### src/rtl/bs_digit_collector.sv
// bs_digit_collector
//   Digit-serial front end of the borrow-save to binary output path.
//   Collects W signed digits, most significant first, into a 2*W-bit
//   borrow-save word. The word is presented to the CSD-to-two's-complement
//   converter through a valid/ready handshake.
//
//   Optional build macro: BS_DIGIT_CANON_EN
//     defined     : an accepted digit 2'b11 (value 0) is stored as 2'b00
//     not defined : digits are stored exactly as received
//   The numeric value of the word is the same in both builds.
//
// Ports
//   clk        in   rising-edge clock
//   rst        in   synchronous active-high reset, takes effect even when ena=0
//   ena        in   clock enable; when low, all state and outputs hold
//   start      in   begin a new collection (clears the word and the counter)
//   dig_valid  in   upstream digit valid
//   dig        in   digit {s,d}, value = d - s
//   dig_ready  out  collector accepts a digit this cycle
//   out_valid  out  out_bs holds a complete word
//   out_ready  in   downstream accepts out_bs
//   out_bs     out  borrow-save word, digit i at [2i+1:2i] as {s,d}
//   busy       out  state is not IDLE
//
// State table
//   state       | meaning
//   ST_IDLE     | waiting for start, no word held
//   ST_COLLECT  | shifting in digits, dig_ready=1
//   ST_HOLD     | complete word on out_bs, out_valid=1 until handshake

module bs_digit_collector #(
  parameter int W     = 64,
  parameter int CNT_W = $clog2(W + 1)
) (
  input  logic           clk,
  input  logic           rst,
  input  logic           ena,
  input  logic           start,
  input  logic           dig_valid,
  input  logic [1:0]     dig,
  output logic           dig_ready,
  output logic           out_valid,
  input  logic           out_ready,
  output logic [2*W-1:0] out_bs,
  output logic           busy
);

  localparam logic [1:0] ST_IDLE    = 2'd0;
  localparam logic [1:0] ST_COLLECT = 2'd1;
  localparam logic [1:0] ST_HOLD    = 2'd2;

  localparam logic [CNT_W-1:0] CNT_LAST = CNT_W'(W - 1);

  logic [1:0]     state;
  logic [2*W-1:0] shreg;
  logic [CNT_W-1:0] cnt;
  logic [1:0]     dig_store;
  logic           accept;

`ifdef BS_DIGIT_CANON_EN
  // {1,1} and {0,0} both mean zero; fold to the single canonical form.
  assign dig_store = (dig == 2'b11) ? 2'b00 : dig;
`else
  assign dig_store = dig;
`endif

  // Outputs come straight from registered state; no input reaches an output
  // combinationally.
  assign dig_ready = (state == ST_COLLECT);
  assign out_valid = (state == ST_HOLD);
  assign busy      = (state != ST_IDLE);
  assign out_bs    = shreg;

  assign accept = dig_valid & dig_ready;

  always_ff @(posedge clk) begin
    if (rst) begin
      state <= ST_IDLE;
      shreg <= '0;
      cnt   <= '0;
    end else if (ena) begin
      case (state)
        ST_IDLE: begin
          if (start) begin
            state <= ST_COLLECT;
            shreg <= '0;
            cnt   <= '0;
          end
        end
        ST_COLLECT: begin
          // A restart wins over a digit offered in the same cycle; that
          // digit is dropped.
          if (start) begin
            shreg <= '0;
            cnt   <= '0;
          end else if (accept) begin
            shreg <= {shreg[2*W-3:0], dig_store};
            cnt   <= cnt + CNT_W'(1);
            if (cnt == CNT_LAST) begin
              state <= ST_HOLD;
            end
          end
        end
        ST_HOLD: begin
          // start without out_ready is ignored so the held word is never
          // lost; start with out_ready chains straight into a new word.
          if (out_ready) begin
            if (start) begin
              state <= ST_COLLECT;
              shreg <= '0;
              cnt   <= '0;
            end else begin
              state <= ST_IDLE;
            end
          end
        end
        default: begin
          state <= ST_IDLE;
        end
      endcase
    end
  end

endmodule

### config.mk
export PLATFORM = sky130hd
export DESIGN_NAME = bs_digit_collector
export DESIGN_NICKNAME = d
export VERILOG_FILES = /design/src/rtl/bs_digit_collector.sv
export SDC_FILE = /design/constraint.sdc
export NUM_CORES = 1
export LEC_CHECK = 0
export ABC_AREA = 1
export BUFFER_PORTS_ARGS = -buffer_cell sky130_fd_sc_hd__buf_4
export CAP_MARGIN = 10
export CORE_MARGIN = 5
export CORE_UTILIZATION = 40
export DETAILED_ROUTE_END_ITERATION = 7
export PLACE_DENSITY = 0.71
export SLEW_MARGIN = 5
export SYNTH_ARGS = -nofsm -noshare
export SYNTH_HDL_FRONTEND = slang
export SYNTH_SLANG_ARGS = --single-unit
### constraint.sdc
create_clock -name clk -period 2.05 [get_ports clk]
set_input_delay 0.3075 -clock clk [delete_from_list [all_inputs] [get_ports clk]]
set_output_delay 0.3075 -clock clk [all_outputs]
set_load 0.01 [all_outputs]
==> flow_summary.yaml, run 1 <==
hold_path:
  hp-start: "dig[1]"
  whs_endpoint: "out_bs[1]"
  min_path_cells: 3
  hold_path.class: "input pin to flip-flop"
place:
  dp.final_hpwl_um: 8400
  placedCellCount: 935
  postPlaceCellArea_um2: 6380
  gp_congestion: 0.805
  io_buffers: 138
synth:
  ys_top_cells_by_count: "155 x nand2_1, 137 x dfxtp_1, 136 x nand3_1, 133 x a21oi_1, 26 x clkbuf_1"
  ys_seq_elements: 137
  synth_cell_types: 18
  synthCells: 671
  synthMuxAreaShare: 0
  yosys.area_share.simple: 0.274
  synth_top_family_by_area: "simple AND/OR/NAND/NOR gates"
  synth_area_leaders: "dfxtp_1 53%, nand3_1 13%, a21oi_1 13%"
  synth_edf_count: 0
  syn_avg_cell_area_um2: 7.78
  yosysTopAreaCellShare: 0.526
  synthFlopType: "dfxtp_1"
  synth_compound_area_frac: 0.131
  synthAdderAreaFrac: 0.00240
  syn-num-nets: 680
  yosysSeqAreaShare: 0.526
  synthArstFlopShare: 0
  synth.largest_area_cell: "dfxtp_1"
  yosys_warnings: 0
  synth_area_um2: 5220
  synth_most_common_cell: "nand2_1"
  synth-xor-area-share: 0
power:
  seq_power_share: 0.455
  power_leakage_nw: 2.65
  switching_share: 0.227
  peakVddDrop_mv: 0.506
  intPower_w: 0.00454
  power_density_nw_per_um2: 846
  comb_power_share: 0.056
  switching_power_w: 0.00133
  clkPwrFrac: 0.490
floorplanning:
  rows: 41
  pin_count: 139
  core_area_um2: 12700
  start_util: 0.410
  dieArea_um2: 15400
  die_x_um: 124
  dieHeight_um: 124
global_routing:
  grt_pass1_vias: 4495
  grt_pass1_wl_um: 22300
  groute.usage.overall: 0.167
  antenna_found_initial: 0
  grt_max_degree: 87
  grt_overflow_total: 0
setup_path:
  required_ps: 2390
  critPathKind: "flip-flop to flip-flop"
  end_kind: "flip-flop"
  reg2reg_depth: 7
  r2r-end: "out_bs[12]"
  r2r_start: "state[1]"
  cp-start-kind: "flip-flop"
  cp_max_fo: 47
  reg2reg_slack_ps: 420
  cp.arrival_ps: 1970
  startpoint: "state[1]"
drt:
  drt_iter0_markers: 404
  ant_nets: 0
  drt-pass1-iter-count: 4
  post_drt_wl_per_cell_um: 13.7
  num_vias: 4906
  drc: 0
  wl_um: 13200
  via_per_inst: 5.07
cells_and_area:
  final_cells: 967
  drive_gt1_frac: 0.239
  final_core_util: 0.546
  finalNetCount: 791
  area_growth_pct: 33.0
  final_area_um2: 6940
  antennaDiodeCount: 0
sta:
  final.period_utilization: 0.796
  max_clock_freq_mhz: 612
  grt_setup_unrepaired: "no"
  tightestPinTransition_ps: 459
  setup_violations: 0
  slew_headroom: 0.694
  fin_hold_ws_ps: 183
  post-route-min-period_ps: 1630
  hold_violations: 0
  clock_skew_ps: 8.75
  drv_slew: 0
  tns_ps: 0
clocking:
  clk_pin_slew_ps: 60
  cts_root_buf: "clkbuf_16"
  cts_sinks: 137
  cts_htree_levels: 4
  cts_buffers: 17
  clock_path_buffers: 2
  clk_latency_ps: 410
  cts_resized: 0
  cts_tree: "built"
  cts_hold_buf: 0
  post_cts_buffers: 0
status:
  outcome: "finished, final reports clean"
run:
  drv_cap: 0
## state kept, by name, summed over array words and instances (netlist names)
signal and flops:
out_bs 128, state 2, cnt 7
## worst max-delay path by stage
| stage | endpoint | slack, ps | cells past startpoint |
|---|---|---|---|
| finish | out_bs[12] | 420 | 7 |
| global route | out_bs[0] | 230 | 7 |
| CTS | out_bs[118] | 400 | 7 |
| detailed placement | out_bs[118] | 410 | 7 |
| global placement | out_bs[40] | 450 | 8 |
| floorplan | out_bs[30] | 600 | 9 |
## power groups by stage
stage,Combinational [W],Sequential [W],Clock (W)
5_1_grt,0.000356,0.00267,0.00307
6_report,0.000327,0.00267,0.00288
4_1_cts,0.000332,0.00267,0.00295
2_1_floorplan,0.000238,0.00273,0
3_5_place_dp,0.000331,0.00273,0
3_3_place_gp,0.000332,0.00273,0
## per-layer routing
metal / global-route usage / vias up / wire length [um]
met4: 0.0484 / 0 / 138
li1: - / 2479 / -
met5: 0 / - / 0
met2: 0.235 / 130 / 5780
met1: 0.232 / 2281 / 6390
met3: 0.0720 / 16 / 925
## worst max-delay path, cell delays in order (launching register included)
cell     delay (ps)
dfxtp_1         440
inv_2            90
nand3_2         100
nor2_1           80
nor2_4          110
buf_4           410
nand3_1         140
a21oi_1         170
## stage by stage
stage	power, W	setup slack [ps]
after detailed placement	0.00306	413
after global placement	0.00306	451
after CTS	0.00596	399
final	0.00588	417
after floorplan	0.00297	604
after global routing	0.00610	233
## final cells by class
type,instances,area [um2]
fillers,1212,5780
flip-flops and latches,137,2740
multi-input cells,459,2130
repair buffers,149,1220
clock buffers,25,495
well taps,172,215
inverters,18,70.1
clock inverters,7,66.3
## layout by cell type (no fill, tap or decap)
cell type and n:
nand3_2 3, ha_1 1, clkbuf_1 4, buf_4 141, clkbuf_16 17, nand2_1 155, a21oi_1 133, clkinv_4 1
nor2_1 18, buf_12 8, nor3_1 1, nand4_1 3, clkinv_2 4, clkinvlp_4 1, nand2_2 2, inv_4 1
bufinv_16 1, nand3_1 136, clkbuf_8 4, inv_1 13, dfxtp_1 137, o21ai_0 4, inv_2 4, nor2_4 2
nand3_4 1
## logic make-up (layout without fill, tap and decap cells)
| kind of cell | after synthesis | after routing |
|---|---|---|
| AND/OR/NAND/NOR | 321 | 321 |
| flip-flops | 137 | 137 |
| adder cells (fa/ha/maj) | 1 | 1 |
| AO/OA/AOI/OAI | 137 | 137 |
| buffers and inverters | 75 | 199 |
Power figures use the tool's default switching activity.
==> run 2: changes to the inputs <==
Settings changed: ABC_AREA 1 to 0, PLACE_DENSITY 0.71 to 0.75.
Clock period 2.05 ns to 1.3 ns, I/O delays scaled along.
==> run 2 against run 1 <==
  * The flow now finishes with violations (negative setup slack)
  * Clock skew decreased by 2.1 ps
  * Global-route usage increased by 1.9 points
  * Combinational power increased by 61%
  * Critical endpoint is now state[1]
  * Cell area increased by 8.1%
  * Clock power increased by 89%
  * Hold slack got worse by 150 ps
==> flow_summary.yaml, run 2 <==
synth:
  synth_cell_types: 28
  synthArstFlopShare: 0
  syn-num-nets: 495
  synthCells: 486
  syn_avg_cell_area_um2: 9.72
  yosysTopAreaCellShare: 0.581
  synth_area_leaders: "dfxtp_1 58%, a22oi_1 21%, nor2_1 11%"
  ys_seq_elements: 137
  synth.largest_area_cell: "dfxtp_1"
  yosysSeqAreaShare: 0.581
  yosys_warnings: 0
  ys_top_cells_by_count: "137 x dfxtp_1, 135 x nor2_1, 129 x a22oi_1, 18 x clkbuf_1, 14 x buf_2"
  synth_area_um2: 4720
  synth_edf_count: 0
  synthFlopType: "dfxtp_1"
  synth_most_common_cell: "dfxtp_1"
drt:
  drt_iter0_markers: 257
  post_drt_wl_per_cell_um: 16.7
  wl_um: 13500
  via_per_inst: 5.36
  num_vias: 4340
  ant_nets: 0
  drc: 0
  drt-pass1-iter-count: 4
floorplanning:
  core_area_um2: 11500
  die_x_um: 119
  pin_count: 139
  dieArea_um2: 14100
  start_util: 0.410
  dieHeight_um: 119
  rows: 39
setup_path:
  critPathKind: "flip-flop to flip-flop"
  cp_cell_sequence: "buf_6, nor2b_4, nor3b_4, buf_6, or3b_1, a21oi_2"
  required_ps: 1640
  crit_buf_inv: 2
  cp.arrival_ps: 1840
  timing.critical_path.mode_cell: "buf_6"
  slowest_stage: "dfxtp_4"
  cp_max_fo: 4
  critical_path.max_stage_delay_ps: 360
  end_kind: "flip-flop"
  cp-start-kind: "flip-flop"
  crit_family: "simple AND/OR/NAND/NOR gates"
global_routing:
  grt_pass1_vias: 4172
  antenna_found_initial: 0
  grt_pass1_wl_um: 21200
  groute.usage.overall: 0.186
  grt_overflow_total: 0
  grt_max_degree: 83
clocking:
  cts_root_buf: "clkbuf_16"
  cts_htree_levels: 4
  clk_latency_ps: 420
  clk_pin_slew_ps: 60
  cts_tree: "built"
  cts_sinks: 137
  clock_path_buffers: 2
  cts_buffers: 17
sta:
  final.period_utilization: 1.16
  post-route-min-period_ps: 1500
  drv_slew: 0
  clock_skew_ps: 6.63
  tns_ps: -16200
  slew_headroom: 0.672
  grt_setup_unrepaired: "yes"
  fin_ws_ps: -203
  hold_violations: 0
  max_clock_freq_mhz: 666
  setup_violations: 139
  tightestPinTransition_ps: 492
  fin_hold_ws_ps: 34.5
status:
  violations: "negative setup slack"
  outcome: "finished, violations left"
hold_path:
  hold_path.class: "input pin to flip-flop"
power:
  switching_share: 0.201
  clkPwrFrac: 0.534
  peakVddDrop_mv: 0.847
  seq_power_share: 0.414
  switching_power_w: 0.00204
  power_density_nw_per_um2: 1350
  comb_power_share: 0.052
  intPower_w: 0.00813
  power_leakage_nw: 3.05
cells_and_area:
  drive_gt1_frac: 0.432
  final_core_util: 0.652
  n_fill_cell: 889
  final_common_cell: "buf_4"
  antennaDiodeCount: 0
  largest_register_ffs: 128
  area_growth_pct: 58.9
  finalNetCount: 664
  layout_common_cells: "157 x buf_4, 133 x dfxtp_1, 132 x nor2_1"
place:
  dp.final_hpwl_um: 8050
  io_buffers: 138
  place_worst_setup_slack_ps: -129
  gp_congestion: 0.789
run:
  drv_cap: 0
run 2: changes by cell type after synthesis, sizes merged, moves of 6 or more:
cell and delta:
a22oi +129, nor2 +116, nand2 -151, inv -18, a21oi -130, nand3 -138, clkbuf -8, buf -6
run 2: tightest hold or removal path, stage by stage:
cell and delay (ps):
buf_4 80, a22oi_1 60, nor2_1 80
run 2: layout make-up:
cell class	count	area, um2	share of cell area
Tap cell	143	179	0.0238
Clock buffer	24	512	0.0682
Sequential cell	137	2750	0.367
Clock inverter	7	160	0.0213
Timing Repair Buffer	193	1830	0.244
Multi-Input combinational cell	306	2070	0.276
run 2: repair_timing:
item / 4_1_cts / 5_1_grt
hold endpoints to repair: 1 / 0
cloned: 6 / 4
gates resized for setup: 47 / 25
pin swaps: 12 / 27
buffers inserted: 6 / 0
setup endpoints to repair: 139 / 140
hold buffers: 1 / 0
run 2: worst paths after layout:
kind | start | endpoint | slack, ps | cells past startpoint
setup / recovery | state[1] | state[1] | -200 | 6
hold / removal | dig[0] | out_bs[0] | 30 | 3
setup reg to reg | state[1] | state[1] | -200 | 6
hold reg to reg | cnt[2] | cnt[2] | 490 | 1
run 2: cells by family after synthesis:
| family | share of synthesized area |
|---|---|
| simple gates | 0.138 |
| compound gates | 0.228 |
| flops | 0.581 |
| buf+inv | 0.0466 |
| mux | 0.00450 |
| fa+ha+maj | 0.00265 |
run 2: power by group through the flow:
stage                     registers [W]  clock network, W  logic [W]
after CTS                       0.00420           0.00551   0.000489
after detailed placement        0.00430                 0   0.000405
after global placement          0.00430                 0   0.000394
after floorplan                 0.00430                 0   0.000232
final                           0.00420           0.00543   0.000527
after global routing            0.00420           0.00575   0.000560
run 2: stage by stage:
| step | total power, W | instance area, um2 | instances |
|---|---|---|---|
| after detailed placement | 0.00470 | 6260 | 762 |
| after global placement | 0.00469 | 6260 | 762 |
| after floorplan | 0.00453 | 4900 | 486 |
| after CTS | 0.0102 | 7310 | 806 |
| after global routing | 0.0105 | 7500 | 810 |
| final | 0.0102 | 7500 | 810 |
run 2: routing by layer:
metal	track usage	vias to the layer above	wire [um]	share of wire
li1	-	2083	-	-
met1	0.217	2122	5440	0.40
met2	0.309	116	6960	0.52
met3	0.0707	19	878	0.065
met4	0.0760	0	218	0.016
met5	0	-	0	0
==> run 3: changes to the inputs <==
Settings changed: CORE_ASPECT_RATIO from default to 2, SKIP_LAST_GASP from default to 1.
==> run 3 against run 2 <==
  * The run still ends with negative setup slack left
  * Sequential share of layout area grew 2.5 points
  * Global-route usage shrank 1.0 points
  * Hold slack lost 15 ps
  * Largest cell class unchanged
  * Highest routed layer unchanged
==> flow_summary.yaml, run 3 (synthesis gave the netlist of run 2 again) <==
sta:
  max_clock_freq_mhz: 691
  grt_setup_unrepaired: "yes"
  tns_ps: -9120
  final.period_utilization: 1.11
  slew_headroom: 0.800
  hold_violations: 0
  fin_ws_ps: -147
  tightestPinTransition_ps: 301
  clock_skew_ps: 8.73
  post-route-min-period_ps: 1450
  drv_slew: 0
  setup_violations: 139
power:
  power_density_nw_per_um2: 1300
  comb_power_share: 0.050
  power_leakage_nw: 2.84
  intPower_w: 0.00690
  switching_share: 0.243
  peakVddDrop_mv: 0.982
  switching_power_w: 0.00221
  seq_power_share: 0.461
  clkPwrFrac: 0.488
  total_power_w: 0.00911
clocking:
  cts_hold_buf: 0
  cts_sinks: 137
  cts_tree: "built"
  cts_root_buf: "clkbuf_16"
  clk_pin_slew_ps: 60
  cts_htree_levels: 4
  clock_path_buffers: 2
  clk_latency_ps: 410
  cts_buffers: 17
setup_path:
  crit_family: "flip-flops"
  cp-start-kind: "flip-flop"
  end_kind: "output port"
  slowest_stage: "dfxtp_4"
  cp_cell_sequence: "buf_6, or2_4, buf_6"
  crit_buf_inv: 2
  critical_path.max_stage_delay_ps: 360
  critPathKind: "flip-flop to output port"
  cp_max_fo: 6
  cp.arrival_ps: 1250
  timing.critical_path.mode_cell: "buf_6"
  required_ps: 1110
global_routing:
  antenna_found_initial: 0
  grt_max_degree: 73
  grt_pass1_vias: 4258
  groute.usage.overall: 0.176
  grt_overflow_total: 0
  grt_pass1_wl_um: 20200
place:
  postPlaceCellArea_um2: 6270
  dp.final_hpwl_um: 8610
  gp_congestion: 0.771
  placedCellCount: 762
  io_buffers: 138
status:
  outcome: "finished, violations left"
  violations: "negative setup slack"
floorplanning:
  rows: 56
  dieArea_um2: 14200
  core_area_um2: 11600
  die_x_um: 86.8
  pin_count: 139
  start_util: 0.406
  dieHeight_um: 164
cells_and_area:
  regArea_um2: 2750
  layout_common_cells: "152 x buf_4, 133 x dfxtp_1, 132 x nor2_1"
  final_area_um2: 7020
  antennaDiodeCount: 0
  area_growth_pct: 48.7
  largest_register_ffs: 128
  drive_gt1_frac: 0.399
  final_cells: 796
  multi_input_area_um2: 1990
  final_common_cell: "buf_4"
  finalNetCount: 647
  n_fill_cell: 982
  final_core_util: 0.604
hold_path:
  hold_path.class: "input pin to flip-flop"
run:
  drv_cap: 0
drt:
  via_per_inst: 5.35
  ant_nets: 0
  post_drt_wl_per_cell_um: 15.6
  wl_um: 12400
  drt_iter0_markers: 194
  drc: 0
  num_vias: 4261
  drt-pass1-iter-count: 4
run 3: layout make-up:
| cell class | count | share of cell area |
|---|---|---|
| clock buffers | 17 | 0.0606 |
| well taps | 145 | 0.0258 |
| multi-input cells | 306 | 0.284 |
| clock inverters | 15 | 0.0194 |
| flip-flops and latches | 137 | 0.392 |
| repair buffers | 176 | 0.219 |
run 3: worst reg2reg max path: stages, from the launching register on:
cell and delay [ps]:
dfxtp_4 380, nor2b_4 150, nor3b_4 240, buf_4 180
buf_12 190, a22oi_1 120, nor2_1 100
run 3: final timing paths:
check                    end  startpoint  slack, ps  cells after the start
setup / recovery        busy    state[0]       -150                      3
hold / removal      state[0]         ena         20                      2
setup reg to reg  out_bs[86]    state[0]       -120                      6
hold reg to reg       cnt[2]      cnt[2]        500                      2
run 3: repair_timing:
item,CTS,global route
cloned,1,0
setup buffers,1,0
pin swaps,11,5
hold endpoints to repair,0,0
gates resized for setup,39,8
endpoints found under the setup margin,139,140
run 3: power groups by stage:
stage	clock network [W]	logic, W	registers, W
2_1_floorplan	0	0.000232	0.00430
3_3_place_gp	0	0.000400	0.00430
3_5_place_dp	0	0.000409	0.00430
4_1_cts	0.00457	0.000455	0.00420
5_1_grt	0.00477	0.000492	0.00420
6_report	0.00445	0.000458	0.00420
run 3: stage by stage:
stage | hold WS [ps] | setup WS [ps]
6_report | 19.7 | -147
2_1_floorplan | 296 | -64.6
3_3_place_gp | 424 | -107
4_1_cts | 0.0141 | -161
3_5_place_dp | 440 | -155
5_1_grt | 26.6 | -245
run 3: metal layers:
layer  wire, um  vias to the layer above  global-route usage
li1           -                     2056                   -
met1       4860                     2058               0.200
met2       6720                      132               0.312
met3        637                       15              0.0379
met4        222                        0              0.0745
met5          0                        -                   0
